[config.mk]
export PLATFORM = sky130hd
export DESIGN_NAME = main_control_fsm
export DESIGN_NICKNAME = d
export VERILOG_FILES = /design/src/rtl/mc_pkg.sv /design/src/rtl/main_control_fsm.sv
export SDC_FILE = /design/constraint.sdc
export NUM_CORES = 1
export LEC_CHECK = 0
export ABC_AREA = 1
export BUFFER_PORTS_ARGS = -buffer_cell sky130_fd_sc_hd__buf_2
export CAP_MARGIN = 40
export CORE_AREA = 2 2 39 41
export CTS_BUF_LIST = sky130_fd_sc_hd__clkbuf_16
export CTS_CLUSTER_SIZE = 28
export DETAILED_ROUTE_END_ITERATION = 8
export DIE_AREA = 0 0 41 43
export PLACE_DENSITY = 0.72
export REMOVE_ABC_BUFFERS = 1
export SETUP_SLACK_MARGIN = 0.05
export SLEW_MARGIN = 40
export SYNTH_ARGS = -nofsm -noshare
export SYNTH_HDL_FRONTEND = slang
export SYNTH_SLANG_ARGS = --single-unit
[constraint.sdc]
create_clock -name clk -period 1.93 [get_ports clk]
set_clock_uncertainty 0.05 [all_clocks]
set_input_delay 0.0965 -clock clk [delete_from_list [all_inputs] [get_ports clk]]
set_output_delay 0.0965 -clock clk [all_outputs]
set_load 0.02 [all_outputs]
[src/rtl/mc_pkg.sv]
// Shared encodings for the multicycle main control FSM: opcodes, ALUOp,
// ALU-B / PC-source mux selects and state codes.
package mc_pkg;

   localparam logic [5:0] OP_RTYPE = 6'b000000;
   localparam logic [5:0] OP_J     = 6'b000010;
   localparam logic [5:0] OP_BEQ   = 6'b000100;
   localparam logic [5:0] OP_ADDI  = 6'b001000;
   localparam logic [5:0] OP_LW    = 6'b100011;
   localparam logic [5:0] OP_SW    = 6'b101011;

   localparam logic [1:0] ALUOP_ADD   = 2'b00;
   localparam logic [1:0] ALUOP_SUB   = 2'b01;
   localparam logic [1:0] ALUOP_FUNCT = 2'b10;

   localparam logic [1:0] SRCB_B     = 2'b00;
   localparam logic [1:0] SRCB_FOUR  = 2'b01;
   localparam logic [1:0] SRCB_IMM   = 2'b10;
   localparam logic [1:0] SRCB_IMMSH = 2'b11;

   localparam logic [1:0] PCSRC_ALU    = 2'b00;
   localparam logic [1:0] PCSRC_ALUOUT = 2'b01;
   localparam logic [1:0] PCSRC_JUMP   = 2'b10;

   typedef enum logic [3:0] {
      S_IDLE    = 4'd0,
      S_FETCH   = 4'd1,
      S_DECODE  = 4'd2,
      S_MEMADR  = 4'd3,
      S_MEMRD   = 4'd4,
      S_MEMWB   = 4'd5,
      S_MEMWR   = 4'd6,
      S_EXEC    = 4'd7,
      S_RWB     = 4'd8,
      S_BRANCH  = 4'd9,
      S_JUMP    = 4'd10,
      S_ADDI_EX = 4'd11,
      S_ADDI_WB = 4'd12
   } state_e;

endpackage

[src/rtl/main_control_fsm.sv]
// Multicycle main control: Moore FSM sequencing fetch/decode/execute/mem/wb.
// Define MC_ADDI_EN to add the addi path (ADDI_EX/ADDI_WB); otherwise addi is illegal.
module main_control_fsm
   import mc_pkg::*;
#(
   parameter int OP_W    = 6,
   parameter int STATE_W = 4
) (
   input  logic               clk,
   input  logic               rst_n,
   input  logic [OP_W-1:0]    opcode,
   input  logic               mem_ready,
   output logic               pc_write,
   output logic               pc_write_cond,
   output logic               iord,
   output logic               mem_read,
   output logic               mem_write,
   output logic               ir_write,
   output logic               mem_to_reg,
   output logic               reg_dst,
   output logic               reg_write,
   output logic               alu_src_a,
   output logic [1:0]         alu_src_b,
   output logic [1:0]         alu_op,
   output logic [1:0]         pc_source,
   output logic               illegal_op,
   output logic               instr_done,
   output logic [STATE_W-1:0] state_o
);

   state_e state, nxt;

   always_ff @(posedge clk or negedge rst_n) begin
      if (!rst_n) state <= S_IDLE;
      else        state <= nxt;
   end

   always_comb begin
      nxt = S_IDLE;
      case (state)
         S_IDLE:   nxt = S_FETCH;
         S_FETCH:  nxt = mem_ready ? S_DECODE : S_FETCH;
         S_DECODE: begin
            case (opcode)
               OP_LW, OP_SW: nxt = S_MEMADR;
               OP_RTYPE:     nxt = S_EXEC;
               OP_BEQ:       nxt = S_BRANCH;
               OP_J:         nxt = S_JUMP;
`ifdef MC_ADDI_EN
               OP_ADDI:      nxt = S_ADDI_EX;
`endif
               default:      nxt = S_FETCH;
            endcase
         end
         S_MEMADR: nxt = (opcode == OP_LW) ? S_MEMRD : S_MEMWR;
         S_MEMRD:  nxt = mem_ready ? S_MEMWB : S_MEMRD;
         S_MEMWB:  nxt = S_FETCH;
         S_MEMWR:  nxt = mem_ready ? S_FETCH : S_MEMWR;
         S_EXEC:   nxt = S_RWB;
         S_RWB:    nxt = S_FETCH;
         S_BRANCH: nxt = S_FETCH;
         S_JUMP:   nxt = S_FETCH;
`ifdef MC_ADDI_EN
         S_ADDI_EX: nxt = S_ADDI_WB;
         S_ADDI_WB: nxt = S_FETCH;
`endif
         default:  nxt = S_IDLE;
      endcase
   end

   // Outputs follow the state register (async reset forces IDLE, so all-zero at once);
   // only the memory handshakes look at mem_ready.
   always_comb begin
      pc_write      = 1'b0;
      pc_write_cond = 1'b0;
      iord          = 1'b0;
      mem_read      = 1'b0;
      mem_write     = 1'b0;
      ir_write      = 1'b0;
      mem_to_reg    = 1'b0;
      reg_dst       = 1'b0;
      reg_write     = 1'b0;
      alu_src_a     = 1'b0;
      alu_src_b     = SRCB_B;
      alu_op        = ALUOP_ADD;
      pc_source     = PCSRC_ALU;
      illegal_op    = 1'b0;
      instr_done    = 1'b0;
      case (state)
         S_FETCH: begin
            mem_read  = 1'b1;
            alu_src_b = SRCB_FOUR;
            ir_write  = mem_ready;
            pc_write  = mem_ready;
         end
         S_DECODE: begin
            alu_src_b  = SRCB_IMMSH;
            illegal_op = (nxt == S_FETCH);
         end
         S_MEMADR: begin
            alu_src_a = 1'b1;
            alu_src_b = SRCB_IMM;
         end
         S_MEMRD: begin
            mem_read = 1'b1;
            iord     = 1'b1;
         end
         S_MEMWB: begin
            reg_write  = 1'b1;
            mem_to_reg = 1'b1;
            instr_done = 1'b1;
         end
         S_MEMWR: begin
            mem_write  = 1'b1;
            iord       = 1'b1;
            instr_done = mem_ready;
         end
         S_EXEC: begin
            alu_src_a = 1'b1;
            alu_op    = ALUOP_FUNCT;
         end
         S_RWB: begin
            reg_write  = 1'b1;
            reg_dst    = 1'b1;
            instr_done = 1'b1;
         end
         S_BRANCH: begin
            alu_src_a     = 1'b1;
            alu_op        = ALUOP_SUB;
            pc_write_cond = 1'b1;
            pc_source     = PCSRC_ALUOUT;
            instr_done    = 1'b1;
         end
         S_JUMP: begin
            pc_write   = 1'b1;
            pc_source  = PCSRC_JUMP;
            instr_done = 1'b1;
         end
`ifdef MC_ADDI_EN
         S_ADDI_EX: begin
            alu_src_a = 1'b1;
            alu_src_b = SRCB_IMM;
         end
         S_ADDI_WB: begin
            reg_write  = 1'b1;
            instr_done = 1'b1;
         end
`endif
         default: ;
      endcase
   end

   assign state_o = STATE_W'(state);

endmodule
# Word level (Yosys, flattened, before mapping)
# Cells that the tools add are included.
dict set report totals {
  ff_bits 4
  input_bits 9
  output_inout_bits 22
}
dict set report classes {
  muxes 21
  reduce_logical 9
  eq_ne 15
}
# cell n
set ops {}
lappend ops {{$pmux 4 s7} 1}
lappend ops {{$eq 4x3->1 const B} 4}
lappend ops {{$pmux 4 s4} 1}
lappend ops {{$eq 4x4->1 const B} 3}
lappend ops {{$eq 6x6->1 const B} 2}
lappend ops {{$mux 1} 11}
lappend ops {{$eq 4x1->1 const B} 2}
lappend ops {{$eq 4x2->1 const B} 2}
lappend ops {{$pmux 2 s2} 2}
lappend ops {{$reduce_or 2->1} 4}
lappend ops {{$eq 6x2->1 const B} 1}
lappend ops {{$eq 6x3->1 const B} 1}
lappend ops {{$logic_not 6->1} 1}
lappend ops {{$pmux 2 s3} 1}
lappend ops {{$reduce_or 5->1} 1}
lappend ops {{$logic_not 4->1} 1}
lappend ops {{$mux 2} 2}
lappend ops {{$pmux 1 s2} 2}
lappend ops {{$reduce_or 4->1} 1}
lappend ops {{$mux 3} 1}
lappend ops {{$reduce_or 3->1} 1}

# Longest topological paths before layout
dict set report logic_depth {
  ltp_word 6
  ltp_mapped 8
  ltp_nobuf 8
}

# Least setup slack after synthesis
# Ideal clock, no wire load.
dict set report synth_timing {
  kind {register to output}
  startpoint {register state[2], in the netlist state_o[2]}
  endpoint {output instr_done}
  slack_ps 323
  required_ps 1783
  path_stages_with_launch 7
  t_arrival_ps 1460
  cell_sequence {dfrtp_1 -> inv_1 -> nor2_4 -> inv_1 -> nor2_1 -> a21oi_1 -> o21ai_0}
}
dict set report synth_between {
  elab_chain_cells 3
  word_cells_on_any_way 7
  classes_between {eq/ne (5); mux (1); reduce/logical (1)}
}
# item line
set synth_lines {}
lappend synth_lines {{start, declared} main_control_fsm.sv:31} ;# state_e state, nxt;
lappend synth_lines {{start signal, assigned} main_control_fsm.sv:35} ;# else state <= nxt;
lappend synth_lines {{$eq 4x4->1 or $eq 4x3->1 (tied branches)} main_control_fsm.sv:89} ;# case (state)
lappend synth_lines {{$reduce_or 4->1 (no source line)} --}
lappend synth_lines {{$pmux 1 s2 *} main_control_fsm.sv:89}
lappend synth_lines {{end, declared} main_control_fsm.sv:27} ;# output logic instr_done,
# Every way passes the cells marked *; elsewhere a longest branch is shown, timed or not.

# Worst setup path in the final report
dict set report layout_timing {
  startpoint {register state[0], in the netlist state_o[0]}
  endpoint {output illegal_op}
}
dict set report layout_between {
  elab_chain_cells 5
  word_cells_on_any_way 15
  classes_between {eq/ne (11); mux (2); reduce/logical (2)}
}
# item line
set layout_lines {}
lappend layout_lines {{$eq 4x4->1, or another cell as far along} main_control_fsm.sv:40} ;# case (state)
lappend layout_lines {{$reduce_or 5->1 (no source line)} --}
lappend layout_lines {{$pmux 4 s7} main_control_fsm.sv:40}
lappend layout_lines {{$eq 4x1->1} main_control_fsm.sv:98} ;# illegal_op = (nxt == S_FETCH);
lappend layout_lines {{$mux 1 *} main_control_fsm.sv:89}
lappend layout_lines {{end, declared} main_control_fsm.sv:26} ;# output logic illegal_op,
# Marked as above.

==> impl_metrics.yaml <==
place:
  place_congestion: 0.782
  dp_hpwl_mm: 1.09
  pre_cts_slack_ns: 0.507
  io_buffers: 30
cts:
  clock-root-buffer: "clkbuf_16"
  htreeDepth: 1
  path_clk_slew_ns: 0.03
  clk_latency_ns: 0.22
  cts_tree: "yes"
  holdBufCountCts: 1
  cts_resized: 0
  cts_setup_buffers: 0
  max-clock-path-buffers: 2
  cts_buffers: 3
  clkSinkCount: 4
hold_path:
  hp-start: "mem_ready"
  hold_end: "state_o[0]$_DFF_PN0_"
  hold_depth: 3
  hp-class: "in -> reg"
worst_setup_path:
  crit_path_end_kind: "output pin"
  worst_path_largest_cell_delay_ns: 0.46
  crit_slowest_cell: "dfrtp_1"
  rr_startpoint: "state_o[2]$_DFF_PN0_"
  reg2reg_to: "state_o[0]$_DFF_PN0_"
  arrival_ns: 1.52
  worstSetupStartpointType: "register"
  crit_chain: "nand2_1 -> clkinv_2 -> nand2_2 -> nand3_2 -> nor2_2 -> nand2_1 -> nor2_2 -> buf_2"
  r2r_cells: 6
  critPathMaxFanout: 7
  cp_top_family: "simple AND/OR/NAND/NOR gates"
  worstSetupPathType: "reg -> out"
  worstPathRequired_ns: 1.78
  crit_buf_inv: 2
  r2r_slack_ns: 0.72
floorplan:
  die_area_um2: 1760
  start_util: 0.385
  dieWidth_um: 41
  ios: 31
  rows: 14
  die_height_um: 43
  coreArea_um2: 1380
timing:
  worst_slack_ns: 0.264
  setup_viol: 0
  rsz0062_at_grt: "no"
  min_period_over_period: 0.863
  fmax_mhz: 600
  tns_ns: 0
  report.final.slew_viol_count: 0
  min_period_ns: 1.67
  hold_viol: 0
  worst_slew_pin_slew_ns: 0.267
  relSlewSlack: 0.822
yosys:
  ys_types: 18
  ys_seq_elements: 4
  postSynthAreaPerCell_um2: 5.67
  syn_inst: 94
  netlist_area_um2: 533
  ys_seq_area_frac: 0.188
  yosys_warnings: 0
detailed_routing:
  first_pass_iters: 4
  ant_nets: 0
  dr.first_iter.drc_count: 7
  highest_layer: "met3"
  wl_met1_um: 537
  drc: 0
  wl_met2_um: 670
  vias: 653
  vias_per_cell: 4.57
  wl_met3_um: 65
  wire_per_inst_um: 8.90
  drt_wl_total_mm: 1.27
grt:
  grt_use_total: 0.158
  grt-ovfl-total: 0
  grt_pass1_wl_mm: 1.97
  grt_max_degree: 8
  grt_antenna_before_repair: 0
  grt_pass1_vias: 546
pwr:
  power.density_nw_per_um2: 1530
  irDropWorstVdd_v: 0.000526
  p_leak_nw: 0.514
layout:
  nets: 138
  multi_input_area_um2: 330
  largest_reg_flops: 4
  area_growth_pct: 46.5
  num_antenna_cells: 0
  layout_commonest_cell: "buf_2"
  layout_common_cells: "buf_2 (30), nand2_1 (20), inv_1 (19)"
  seq_area_um2: 100
  drive_gt1_frac: 0.417
  fill_cells: 135
status:
  status: "finished, final reports clean"
run:
  max-cap-violations: 0
layout make-up:
class,count,area share
clock buffer,3,0.0962
inverter,25,0.122
multi-input combinational,64,0.423
sequential,4,0.128
tap,16,0.0256
timing repair buffer,31,0.205
metal layers:
layer  track usage  vias to the layer above
li1              -                      348
met1         0.172                      284
met2         0.288                       21
met3        0.0157                        0
met4        0.0600                        0
met5             0                        -
where the power goes:
group / leakage (nW) / switching (W) / internal (W) / total (W)
logic: 0.425 / 0.000484 / 0.000231 / 0.000716
registers: 0.0513 / 0.0000477 / 0.000114 / 0.000162
clock network: 0.0370 / 0.0000512 / 0.000264 / 0.000315
worst max path at each step:
stage                              start          to  slack (ns)  cells past startpoint
detailed placement  state_o[0]$_DFF_PN0_  illegal_op        0.51                      8
global route        state_o[0]$_DFF_PN0_  illegal_op        0.19                      8
floorplan           state_o[2]$_DFF_PN0_  instr_done        0.32                      6
finish              state_o[0]$_DFF_PN0_  illegal_op        0.26                      8
CTS                 state_o[0]$_DFF_PN0_  illegal_op        0.26                      8
global placement    state_o[0]$_DFF_PN0_  illegal_op        0.52                      8
cells by family after synthesis:
| logic type | count (synthesis) | synth area share |
|---|---|---|
| simple gates | 58 | 0.554 |
| buf+inv | 26 | 0.192 |
| compound gates | 6 | 0.0657 |
| flops | 4 | 0.188 |
Yosys cell counts:
cell | count | area [um2]
nand2_1 | 20 | 75.1
inv_1 | 19 | 71.3
nor2_1 | 17 | 63.8
inv_2 | 5 | 18.8
nand3_1 | 5 | 25.0
dfrtp_1 | 4 | 100
nor2_2 | 4 | 25.0
nand2_2 | 3 | 18.8
nand3_2 | 3 | 30.0
nand2_4 | 2 | 22.5
nand4_1 | 2 | 12.5
nor2_4 | 2 | 22.5
o21ai_0 | 2 | 10.0
o22ai_1 | 2 | 12.5
a21oi_1 | 1 | 5.00
buf_4 | 1 | 7.51
clkinv_2 | 1 | 5.00
o211ai_1 | 1 | 7.51
metrics by stage:
| stage | util | hold WS [ns] | area [um2] | instances | power (W) |
|---|---|---|---|---|---|
| 6_report | 0.564 | 0.111 | 781 | 143 | 0.00119 |
| 5_1_grt | 0.564 | 0.123 | 781 | 143 | 0.00128 |
| 4_1_cts | 0.564 | 0.116 | 781 | 143 | 0.00120 |
| 3_5_place_dp | 0.503 | -0.150 | 696 | 139 | 0.000880 |
| 3_3_place_gp | 0.503 | -0.150 | 696 | 139 | 0.000880 |
| 2_1_floorplan | - | -0.249 | 526 | 93 | 0.000681 |
worst reg2reg max path: stages (launching register included):
cell     delay (ns)
dfrtp_1        0.37
inv_1          0.15
nor2_4         0.07
inv_1          0.09
nor2_1         0.06
a21oi_1        0.17
nand4_1        0.11
No activity file was read; power rests on OpenSTA's default activity.
